### config.mk
export PLATFORM = sky130hd
export DESIGN_NAME = iddmm_core_arbiter
export DESIGN_NICKNAME = d
export VERILOG_FILES = /design/src/rtl/iddmm_pkg.sv /design/src/rtl/rr_arbiter.sv /design/src/rtl/iddmm_core_arbiter.sv
export SDC_FILE = /design/constraint.sdc
export NUM_CORES = 1
export LEC_CHECK = 0
export BUFFER_PORTS_ARGS = -buffer_cell sky130_fd_sc_hd__buf_2
export CAP_MARGIN = 20
export CORE_AREA = 4 4 557 559
export CTS_BUF_LIST = sky130_fd_sc_hd__clkbuf_4 sky130_fd_sc_hd__clkbuf_8
export CTS_CLUSTER_DIAMETER = 120
export DETAILED_ROUTE_END_ITERATION = 6
export DIE_AREA = 0 0 561 563
export HOLD_SLACK_MARGIN = 0.12
export PLACE_DENSITY = 0.3
export SLEW_MARGIN = 20
export SYNTH_ARGS = -nofsm -noshare
export SYNTH_HDL_FRONTEND = slang
export SYNTH_HIERARCHICAL = 1
export SYNTH_SLANG_ARGS = --single-unit
### constraint.sdc
create_clock -name clk -period 36.3 [get_ports clk]
set_input_delay 3.63 -clock clk [delete_from_list [all_inputs] [get_ports clk]]
set_output_delay 3.63 -clock clk [all_outputs]
set_load 0.005 [all_outputs]
### src/rtl/iddmm_pkg.sv
// iddmm_pkg: shared defaults, FSM state encoding and operand write-enable bit positions.
package iddmm_pkg;
  localparam int K_DEF = 128;
  localparam int N_DEF = 32;
  localparam int ADDR_W_DEF = $clog2(N_DEF);
  localparam int WR_X = 0;
  localparam int WR_Y = 1;
  localparam int WR_M = 2;
  typedef enum logic [1:0] {IDLE, LOAD, RUN, RELEASE} state_t;
endpackage

### src/rtl/rr_arbiter.sv
// rr_arbiter: one-hot pick of the first requester at or after ptr, searching upward with wrap.
module rr_arbiter #(
  parameter int NREQ = 2,
  localparam int PW = NREQ > 1 ? $clog2(NREQ) : 1
) (
  input  logic [NREQ-1:0] req,
  input  logic [PW-1:0]   ptr,
  output logic [NREQ-1:0] pick
);
  logic [PW-1:0] j;
  always_comb begin
    pick = '0;
    j = '0;
    for (int i = NREQ - 1; i >= 0; i--) begin
      j = PW'((int'(ptr) + i) % NREQ);
      if (req[j]) begin
        pick = '0;
        pick[j] = 1'b1;
      end
    end
  end
endmodule

### src/rtl/iddmm_core_arbiter.sv
// iddmm_core_arbiter: round-robin session arbiter sharing one IDDMM core among NREQ clients.
// Optional LOAD watchdog enabled by defining IDDMM_ARB_TIMEOUT_EN.
module iddmm_core_arbiter
  import iddmm_pkg::*;
#(
  parameter int NREQ = 2,
  parameter int K = K_DEF,
  parameter int N = N_DEF,
  parameter int LOAD_TIMEOUT = 256,
  localparam int ADDR_W = $clog2(N),
  localparam int PW = NREQ > 1 ? $clog2(NREQ) : 1
) (
  input  logic                     clk,
  input  logic                     rst,
  input  logic [NREQ-1:0]          req,
  output logic [NREQ-1:0]          gnt,
  input  logic [3*NREQ-1:0]        cli_wr_ena,
  input  logic [NREQ*ADDR_W-1:0]   cli_wr_addr,
  input  logic [NREQ*K-1:0]        cli_wr_x,
  input  logic [NREQ*K-1:0]        cli_wr_y,
  input  logic [NREQ*K-1:0]        cli_wr_m,
  input  logic [NREQ-1:0]          cli_task_req,
  output logic [NREQ-1:0]          cli_task_end,
  output logic [NREQ-1:0]          cli_task_grant,
  output logic [K-1:0]             cli_task_res,
  output logic [2:0]               core_wr_ena,
  output logic [ADDR_W-1:0]        core_wr_addr,
  output logic [K-1:0]             core_wr_x,
  output logic [K-1:0]             core_wr_y,
  output logic [K-1:0]             core_wr_m,
  output logic                     core_task_req,
  input  logic                     core_task_end,
  input  logic                     core_task_grant,
  input  logic [K-1:0]             core_task_res,
  output logic                     busy,
  output logic                     err_timeout
);
  state_t state, nxt;
  logic [PW-1:0] rr_ptr, owner, pick_idx, ptr_inc;
  logic [NREQ-1:0] pick;
  logic [2:0] own_ena;
  logic [ADDR_W:0] res_cnt;
  logic tmo, act;
  rr_arbiter #(.NREQ(NREQ)) u_rr (.req(req), .ptr(rr_ptr), .pick(pick));
  always_comb begin
    pick_idx = '0;
    for (int i = 0; i < NREQ; i++)
      if (pick[i]) pick_idx = PW'(i);
  end
  assign ptr_inc = owner == PW'(NREQ - 1) ? '0 : owner + 1'b1;
  assign own_ena = cli_wr_ena[int'(owner)*3 +: 3];
`ifdef IDDMM_ARB_TIMEOUT_EN
  localparam int TW = $clog2(LOAD_TIMEOUT + 1);
  logic [TW-1:0] load_cnt;
  assign tmo = state == LOAD && load_cnt == TW'(LOAD_TIMEOUT - 1) && req[owner] && !cli_task_req[owner];
  always_ff @(posedge clk or posedge rst)
    if (rst) load_cnt <= '0;
    else load_cnt <= state == LOAD ? load_cnt + 1'b1 : '0;
`else
  assign tmo = 1'b0;
`endif
  assign err_timeout = tmo;
  always_comb
    nxt = state == IDLE ? (|req ? LOAD : IDLE)
        : state == LOAD ? (!req[owner] ? IDLE : cli_task_req[owner] ? RUN : tmo ? RELEASE : LOAD)
        : state == RUN  ? (core_task_end ? RELEASE : RUN)
        : IDLE;
  // Forward owner traffic only while the session stays in LOAD/RUN, so IDLE/RELEASE see no writes.
  assign act = (state == LOAD || state == RUN) && (nxt == LOAD || nxt == RUN);
  always_ff @(posedge clk or posedge rst)
    if (rst) begin
      state <= IDLE;
      rr_ptr <= '0;
      owner <= '0;
      gnt <= '0;
      core_wr_ena <= '0;
      core_wr_addr <= '0;
      core_wr_x <= '0;
      core_wr_y <= '0;
      core_wr_m <= '0;
      core_task_req <= 1'b0;
      res_cnt <= '0;
    end else begin
      state <= nxt;
      core_wr_ena[WR_X] <= act & own_ena[WR_X];
      core_wr_ena[WR_Y] <= act & own_ena[WR_Y];
      core_wr_ena[WR_M] <= act & own_ena[WR_M];
      core_task_req <= act & cli_task_req[owner];
      if (act) begin
        core_wr_addr <= cli_wr_addr[int'(owner)*ADDR_W +: ADDR_W];
        core_wr_x <= cli_wr_x[int'(owner)*K +: K];
        core_wr_y <= cli_wr_y[int'(owner)*K +: K];
        core_wr_m <= cli_wr_m[int'(owner)*K +: K];
      end
      if (state == IDLE && nxt == LOAD) begin
        owner <= pick_idx;
        gnt <= pick;
        res_cnt <= '0;
      end
      if (nxt == IDLE || nxt == RELEASE) gnt <= '0;
      if (nxt == RELEASE) rr_ptr <= ptr_inc;
      if (state == RUN && core_task_grant) res_cnt <= res_cnt + 1'b1;
    end
  assign cli_task_end = (state == RUN && core_task_end) ? gnt : '0;
  assign cli_task_grant = (state == RUN && core_task_grant) ? gnt : '0;
  assign cli_task_res = core_task_res;
  assign busy = state != IDLE;
endmodule

* Word level (Yosys, flattened, before mapping)
Index checks and enable logic that the tools add are counted.
** Word-level totals
- Flip-flop bits (word level) :: 399
- Bits of input ports :: 920
- Output and inout bits :: 529
- Logic and storage cells :: 74
** Operators by class
- Add/subtract/negate cells :: 2
- Multipliers :: 2
- $lt $le $gt $ge :: 5
- Eq/ne operators :: 5
- Shift-type cells :: 5
- Mux-type cells :: 27
- Bitwise logic cells :: 4
- Reduce and logical (&&, ||, !) cells :: 14
** Operator list (number)
- 256-bit by 9-bit indexed part select with 128-bit output :: 3
- 2-bit two-way mux :: 11
- 1-bit two-way mux :: 14
- 10-bit by 5-bit indexed part select with 5-bit output :: 1
- 2-bit == test, second input constant :: 3
- 1-bit logical AND :: 6
- 1-bit by 2-bit < comparator with 1-bit output, second input constant :: 3
- 6-bit by 4-bit indexed part select with 3-bit output :: 1
- 1-bit AND :: 4
- 2-bit by 1-bit == test with 1-bit output, second input constant :: 2
- 2-bit zero test :: 2
- 1-bit by 3-bit multiplier with 4-bit output, second input constant :: 1
- 2-bit nonzero test :: 2
- 1-bit logical OR :: 3
- 1-bit by 2-bit multiplier with 3-bit output, second input constant :: 1
- 1-bit adder, second input constant :: 2
- 1-bit demux with 1-bit select :: 2
- 1-bit >= comparator, second input constant :: 2
- 2-bit OR reduction :: 1

* Longest topological paths before layout
Gate-level depths: netlist of the first run.
- Depth in word-level cells :: 10
- Depth in mapped cells :: 12
- Depth with buffers taken out :: 9

* Hierarchy
Netlist of the first run, hierarchy kept.
** By module, submodules not included
- iddmm_core_arbiter :: times used 1, cells an instance 1865, area an instance 19145.9 µm², seq. area each 9984.6 µm²
- rr_arbiter :: times used 1, cells an instance 3, area an instance 18.8 µm², seq. area each 0.0 µm²

* Worst setup path after synthesis of the first run
Ideal clock, no wire load.
- Kind :: input to output
- Start point :: in core_task_end
- End point :: out cli_task_end[0]
- Data arrival time :: 3767 ps
- Required time :: 32670 ps
- Slack :: 28903 ps
- Stages on the path :: 1
- Path through :: and3_1
** On the way
- Word-level cells in the longest chain between the ends :: 2
** RTL lines
- start: declaration :: line iddmm_core_arbiter.sv:32 : input logic core_task_end,
- 1-bit logical AND :: line iddmm_core_arbiter.sv:104 : assign cli_task_end = (state == RUN && core_task_end) ? gnt : '0;
- 2-bit two-way mux :: line iddmm_core_arbiter.sv:104
- end: declaration :: line iddmm_core_arbiter.sv:23 : output logic [NREQ-1:0] cli_task_end,
Every way passes these cells.

* Worst setup path after layout of the first run
- Start point :: in core_task_end
- End point :: out cli_task_end[1]
The elaborated chain is that of the path after synthesis.

==> summary.txt, run 1 <==
Run status
  – Outcome: finished, final reports clean

Synth
  – Asr flop ratio synth: 100%
  – Yosys reg bits: 399
  – Top_reg_cell synth: dfrtp_1
  – Syn Nets: 2,792
  – Post-synthesis adder-cell area fraction: 0.261%
  – Simple-gate share of the synthesized area: 8.15%
  – Sequential fraction of the synthesis area: 52.1%
  – Dominant cells by area after synthesis: dfrtp_1 (52%), mux2i_1 (21%), o21ai_1 (10%)
  – Largest family of logic cells by synthesized area: multiplexers
  – Compound-Gate Fraction of Synth Area: 10.4%
  – Synth Area in XOR/XNOR: 0%
  – Synth Warn #: 6
  – Post-synth top cells: dfrtp_1 (399), mux2i_1 (395), nand2_1 (393)
  – Cell accounting for the most synthesized area: dfrtp_1
  – Syn_area_per_cell: 10.3 um^2
  – Cell variety after synth: 23
  – Mapped Area: 19,200 um^2
  – Mux contribution to synthesized area: 20.7%
  – Share of the synthesized area in the top cell type: 52.1%
  – Top-count cell post-synth: dfrtp_1
  – Cell count after synthesis: 1,868
  – Number of synthesized flops with an enable pin: 0

Setup path
  – Setup crit start kind: input pin
  – Req. time, crit path: 32,670 ps
  – Crit. End Element: output pin
  – CP max stage cell: and3_1
  – Critical path class: input pin to output pin
  – Worst r2r dst: core_wr_x[15]
  – Worst Reg-to-Reg Cells: 9
  – CP endpoint: cli_task_end[1]
  – Buf/Inv on CP: 2
  – Crit-path cells: buf_2 -> and3_1 -> buf_2
  – Crit path max-delay family: buffers and inverters
  – R2r setup slk: 30,620 ps
  – Critical path data arrival time: 4050 ps
  – Worst-path fanout max: 3
  – CP startpoint: core_task_end
  – Beginning of the worst register-to-register path: owner
  – Slowest stage delay, CP: 170 ps
  – WP depth: 3
  – Top cell by count, worst path: buf_2

Placement
  – Final HPWL DP: 128,000 um
  – Dpl cell area: 28,900 um^2
  – Final GP Congestion: 0.915
  – Dpl cells: 6,923
  – IO buf count: 1,191

Floorplan
  – Die width: 561 um
  – Die Height: 563 um
  – Core area: 305,000 um^2
  – FP Rows: 203
  – Starting Density: 6.28%
  – Top Ports: 1,449
  – Die area: 316,000 um^2

Timing
  – Fmax: 0.130 GHz
  – Fin. Hold Viols: 0
  – Setup TNS: 0 ps
  – Worst clock skew: 45.4 ps
  – Period utilisation layout: 21.2%
  – Worst-Margin Slew: 990 ps
  – Worst slew margin: 34.0%
  – Final Critical Period: 7680 ps
  – Final Max Tran Viols: 0
  – RSZ-0062 raised after global routing: no
  – Endpoints failing setup: 0

Global routing
  – First-pass GRT wire length: 188,000 um
  – Initial antenna violation count: 48
  – Total grt overflow: 0
  – Vias in the first global route: 19,000
  – Global Route Usage Sum: 8.96%
  – Largest net degree at the start of global routing: 160

Clocking
  – Max Root-Sink Buffers: 4
  – Clock tree from TritonCTS: done
  – Resized Gates After CTS: 0
  – Clock Sinks: 399
  – Worst-Skew Late Latency: 840 ps
  – Reg clk slew, reported paths: 60 ps
  – Post-CTS setup buffer count: 0
  – H-tree Lvls: 3
  – Clock root buffer: clkbuf_8
  – CTS Buf Count: 91
  – Post-cts hold buffer count: 0

Finish
  – Synthesis-to-layout area growth: 61.0%
  – Post-Layout Inst Area: 30,800 um^2
  – Layout Utilization: 10.1%
  – Layout Nets: 3,840
  – Filler cell count: 35,600
  – Layout Cells excl Fill: 7,085
  – Fraction of layout cells with a size suffix above 1: 46.0%

Route
  – DRT Pass-1 Iters: 5
  – Final ANT Viol Nets: 0
  – DRC Markers: 0
  – Initial DRC count: 770
  – Routed wire length: 148,000 um
  – DR vias: 17,800
  – Vias/cell: 2.51
  – Routed WL per cell: 20.9 um

Power and ir drop
  – Pwr per Cell Area: 89.6 nW/um^2
  – Worst vdd ir: 49.6 uV
  – Leakage power: 14.6 nW

Job
  – Max_cap viols: 0

Worst hold path
  – Hold Path Class: flop to flop
## routing by layer
metal	GRT usage [%]	part of all wire [%]	wire length, um
met2	14.0	44	65900
met3	5.51	14	20600
met5	0	0.069	102
met4	3.89	4.6	6760
met1	9.63	37	55000
## per-stage QoR
stage,total power (W),hold slack [ps],setup slack [ps]
finish,0.00276,474,28620
global route,0.00304,496,28520
CTS,0.00290,482,28640
detailed placement,0.00228,470,27890
global placement,0.00226,463,27930
floorplan,0.00148,479,21570
## state kept, by name, summed over array words and instances, names as in the netlist
signal         flops
core_wr_x        128
core_task_req      1
state              2
gnt                2
core_wr_ena        3
core_wr_y        128
owner              1
core_wr_addr       5
core_wr_m        128
rr_ptr             1
## power by group
part           switching [W]  total [W]  internal [W]
clock network       0.000246   0.000580      0.000335
logic               0.000919    0.00138      0.000461
registers           0.000134   0.000805      0.000671
total                0.00130    0.00276       0.00147
## worst min-delay path by stage
stage | startpoint | end | slack (ps) | depth (start not counted)
final | core_wr_y[120] | core_wr_y[120] | 470 | 2
after global routing | core_wr_y[120] | core_wr_y[120] | 500 | 2
after CTS | core_wr_y[88] | core_wr_y[88] | 480 | 2
after detailed placement | core_wr_y[125] | core_wr_y[125] | 470 | 2
after global placement | core_wr_x[108] | core_wr_x[108] | 460 | 2
after floorplan | core_wr_addr[0] | core_wr_addr[0] | 480 | 2
## cell usage in the layout (no fill, tap or decap), types with 3 or more instances in the layout
cell and n:
clkbuf_4 25, diode_2 11, buf_2 1191, inv_8 3
clkbuf_8 107, ha_1 4, inv_6 3, nor2_1 4
a21boi_1 3, bufinv_16 6, clkinv_2 7, dfrtp_1 398
buf_4 21, and3_1 4, inv_1 5, o21ai_1 390
nand2_1 392, mux2i_1 395
## cell families (layout without fill, tap and decap cells)
logic type | after synthesis | after routing
other cells | 1 | 12
flops | 399 | 399
compound gates | 395 | 395
fa+ha+maj | 4 | 4
mux | 396 | 396
simple gates | 408 | 408
buf+inv | 265 | 1371
## worst reg2reg max path: stages, from the launching register on
cell and delay (ps):
dfrtp_4 930, mux2_4 440, or4b_1 500, nand3_1 100
ha_1 290, nand2_4 450, buf_4 780, buf_4 860
buf_4 850, o21ai_1 280
## final cells by class
class	instances	area, um^2	area share, %
tap	4100	5130	16.6
inverter	6	30.0	0.0973
clock buffer	132	1660	5.38
multi-input combinational	1204	7580	24.6
timing repair buffer	1214	6160	20.0
sequential	399	9990	32.4
clock inverter	19	272	0.880
antenna	11	27.5	0.0892
Note: power is estimated with default switching activity, not from simulation.
==> run 2, diff against run 1 <==
==> constraint.sdc (replaced) <==
create_clock -name clk -period 7.71 [get_ports clk]
set_input_delay 0.771 -clock clk [delete_from_list [all_inputs] [get_ports clk]]
set_output_delay 0.771 -clock clk [all_outputs]
set_load 0.005 [all_outputs]
==> summary.txt, run 2 (synthesized netlist as in run 1, its figures left out) <==
Global routing
  – Global Route Usage Sum: 9.18% (was 8.96%)
  – First-pass GRT wire length: 197,000 um (was 188,000 um)
  – Total grt overflow: 0 (unchanged)
  – Initial antenna violation count: 48 (unchanged)
  – Vias in the first global route: 21,700 (was 19,000)
  – Largest net degree at the start of global routing: 161 (was 160)

Timing
  – Worst slew margin: 33.8% (was 34.0%)
  – Worst hold slack: 257 ps (was 474 ps)
  – Endpoints failing setup: 0 (unchanged)
  – Final Max Tran Viols: 0 (unchanged)
  – RSZ-0062 raised after global routing: no (unchanged)
  – Setup TNS: 0 ps (unchanged)
  – Worst-Margin Slew: 992 ps (was 990 ps)
  – Final Critical Period: 4160 ps
  – Fin. Hold Viols: 0 (unchanged)
  – Period utilisation layout: 53.9%
  – Post-route setup slack: 3550 ps (was 28,620 ps)
  – Fmax: 0.240 GHz
  – Worst clock skew: 65.1 ps (was 45.4 ps)

Clocking
  – Worst-Skew Late Latency: 860 ps (was 840 ps)
  – CTS Buf Count: 93 (was 91)
  – H-tree Lvls: 3 (unchanged)
  – Max Root-Sink Buffers: 4 (unchanged)
  – Reg clk slew, reported paths: 60 ps (about the same)
  – Resized Gates After CTS: 0 (unchanged)
  – Clock root buffer: clkbuf_8 (unchanged)
  – Clock Sinks: 399 (unchanged)
  – Post-cts hold buffer count: 529 (was 0)
  – Clock tree from TritonCTS: done (unchanged)
  – Post-CTS setup buffer count: 0 (unchanged)

Floorplan
  – Die area: 316,000 um^2 (unchanged)
  – Die width: 561 um (unchanged)
  – FP Rows: 203 (unchanged)
  – Die Height: 563 um (unchanged)
  – Core area: 305,000 um^2 (unchanged)
  – Starting Density: 6.28% (unchanged)
  – Top Ports: 1,449 (unchanged)

Setup path
  – Critical path data arrival time: 4820 ps (was 4050 ps)
  – Crit. End Element: flop (was output pin)
  – Beginning of the worst register-to-register path: owner (unchanged)
  – Worst-path fanout max: 109 (was 3)
  – Req. time, crit path: 8370 ps (was 32,670 ps)
  – Worst r2r dst: core_wr_x[115] (was core_wr_x[15])
  – R2r setup slk: 3550 ps (was 30,620 ps)
  – Critical path class: flop to flop (was input pin to output pin)
  – Setup crit start kind: flop (was input pin)
  – Worst Reg-to-Reg Cells: 6 (was 9)

Placement
  – IO buf count: 1,191 (unchanged)
  – DP Worst Slack: 3740 ps (was 27,890 ps)
  – Final HPWL DP: 129,000 um (was 128,000 um)
  – Final GP Congestion: 0.929 (was 0.915)

Worst hold path
  – Hold endpoint: core_wr_y[99] (was core_wr_y[120])
  – Worst hold path startpoint: cli_wr_y[99] (was core_wr_y[120])
  – Hold Path Class: input pin to flop (was flop to flop)
  – Hold Crit Depth: 3 (was 2)

Finish
  – Top Registers: core_wr_m x128, core_wr_x x128, core_wr_y x128 (unchanged)
  – Commonest non-fill, non-tap cell in the layout: buf_2 (unchanged)
  – Layout Nets: 4,373 (was 3,840)
  – Fraction of layout cells with a size suffix above 1: 39.3% (was 46.0%)
  – Synthesis-to-layout area growth: 89.5% (was 61.0%)
  – Most frequent cells in the layout: buf_2 (1,191), dlygate4sd3_1 (529), dfrtp_1 (398) (was buf_2 (1,191), dfrtp_1 (398), mux2i_1 (395))
  – Filler cell count: 35,200 (was 35,600)

Route
  – Final ANT Viol Nets: 0 (unchanged)
  – Initial DRC count: 860 (was 770)
  – Vias/cell: 2.62 (was 2.51)
  – Routed wire length: 152,000 um (was 148,000 um)
  – Routed WL per cell: 19.9 um (was 20.9 um)
  – DR vias: 20,000 (was 17,800)
  – DRT Pass-1 Iters: 4 (was 5)
  – DRC Markers: 0 (unchanged)

Power and ir drop
  – Worst vdd ir: 405 uV (was 49.6 uV)
  – Leakage power: 16.8 nW (was 14.6 nW)
  – Pwr per Cell Area: 378 nW/um^2 (was 89.6 nW/um^2)

Run status
  – Outcome: finished, final reports clean (unchanged)

Job
  – Max_cap viols: 0 (unchanged)
run 2: changes by cell type in the layout (fill, tap and decap cells not counted), moves of 3 or more:
cell           previous run  this run
buf_12                    2        10
buf_4                    21        15
clkinv_2                  7        10
clkinvlp_4                1         4
diode_2                  11        14
dlygate4sd3_1             0       529
run 2: critical path: stages (launching register included):
cell,delay (ps)
dfrtp_4,600
buf_12,520
buf_4,650
buf_4,820
mux2i_1,290
dlygate4sd3_1,590
o21ai_1,60
run 2: final cells by class:
cell class,count,area [um^2],area share [%]
Timing Repair Buffer,1745,11600,31.8
Sequential cell,399,9990,27.5
Multi-Input combinational cell,1204,7580,20.9
Tap cell,4100,5130,14.1
Clock buffer,134,1680,4.63
Clock inverter,25,310,0.854
Antenna cell,14,35.0,0.0965
Inverter,6,26.3,0.0723
run 2: worst max-delay path by stage:
| stage | start | end | slack [ps] | depth (start not counted) |
|---|---|---|---|---|
| final | owner | core_wr_x[115] | 3550 | 6 |
| after detailed placement | owner | core_wr_m[11] | 3740 | 5 |
| after global routing | owner | core_wr_y[7] | 3380 | 6 |
| after CTS | owner | core_wr_x[116] | 3610 | 6 |
| after global placement | owner | core_wr_m[11] | 3820 | 5 |
| after floorplan | rst | core_task_req | 1570 | 1 |
run 2: routing by layer:
metal	wire length, um	GRT usage (%)	vias to the layer above
li1	-	-	9443
met1	58200	10.1	9182
met2	65100	14.1	1069
met3	20900	5.48	300
met4	7640	4.23	8
met5	60	0	-
run 2: report_power, final:
part	internal [W]	leakage (nW)	switching (W)	total, W
registers	0.00316	4.96	0.000606	0.00377
logic	0.00278	10.8	0.00441	0.00719
clock network	0.00160	1.05	0.00118	0.00278
total	0.00754	16.8	0.00620	0.0137
run 2: per-stage QoR:
stage	total power, W	utilization, %	cells	instance area (um^2)
final	0.0137	11.9	7627	36300
after global routing	0.0150	11.9	7624	36300
after CTS	0.0143	11.9	7613	36300
after detailed placement	0.0107	9.51	6925	29000
after global placement	0.0107	9.51	6925	29000
after floorplan	0.00698	-	1868	19200
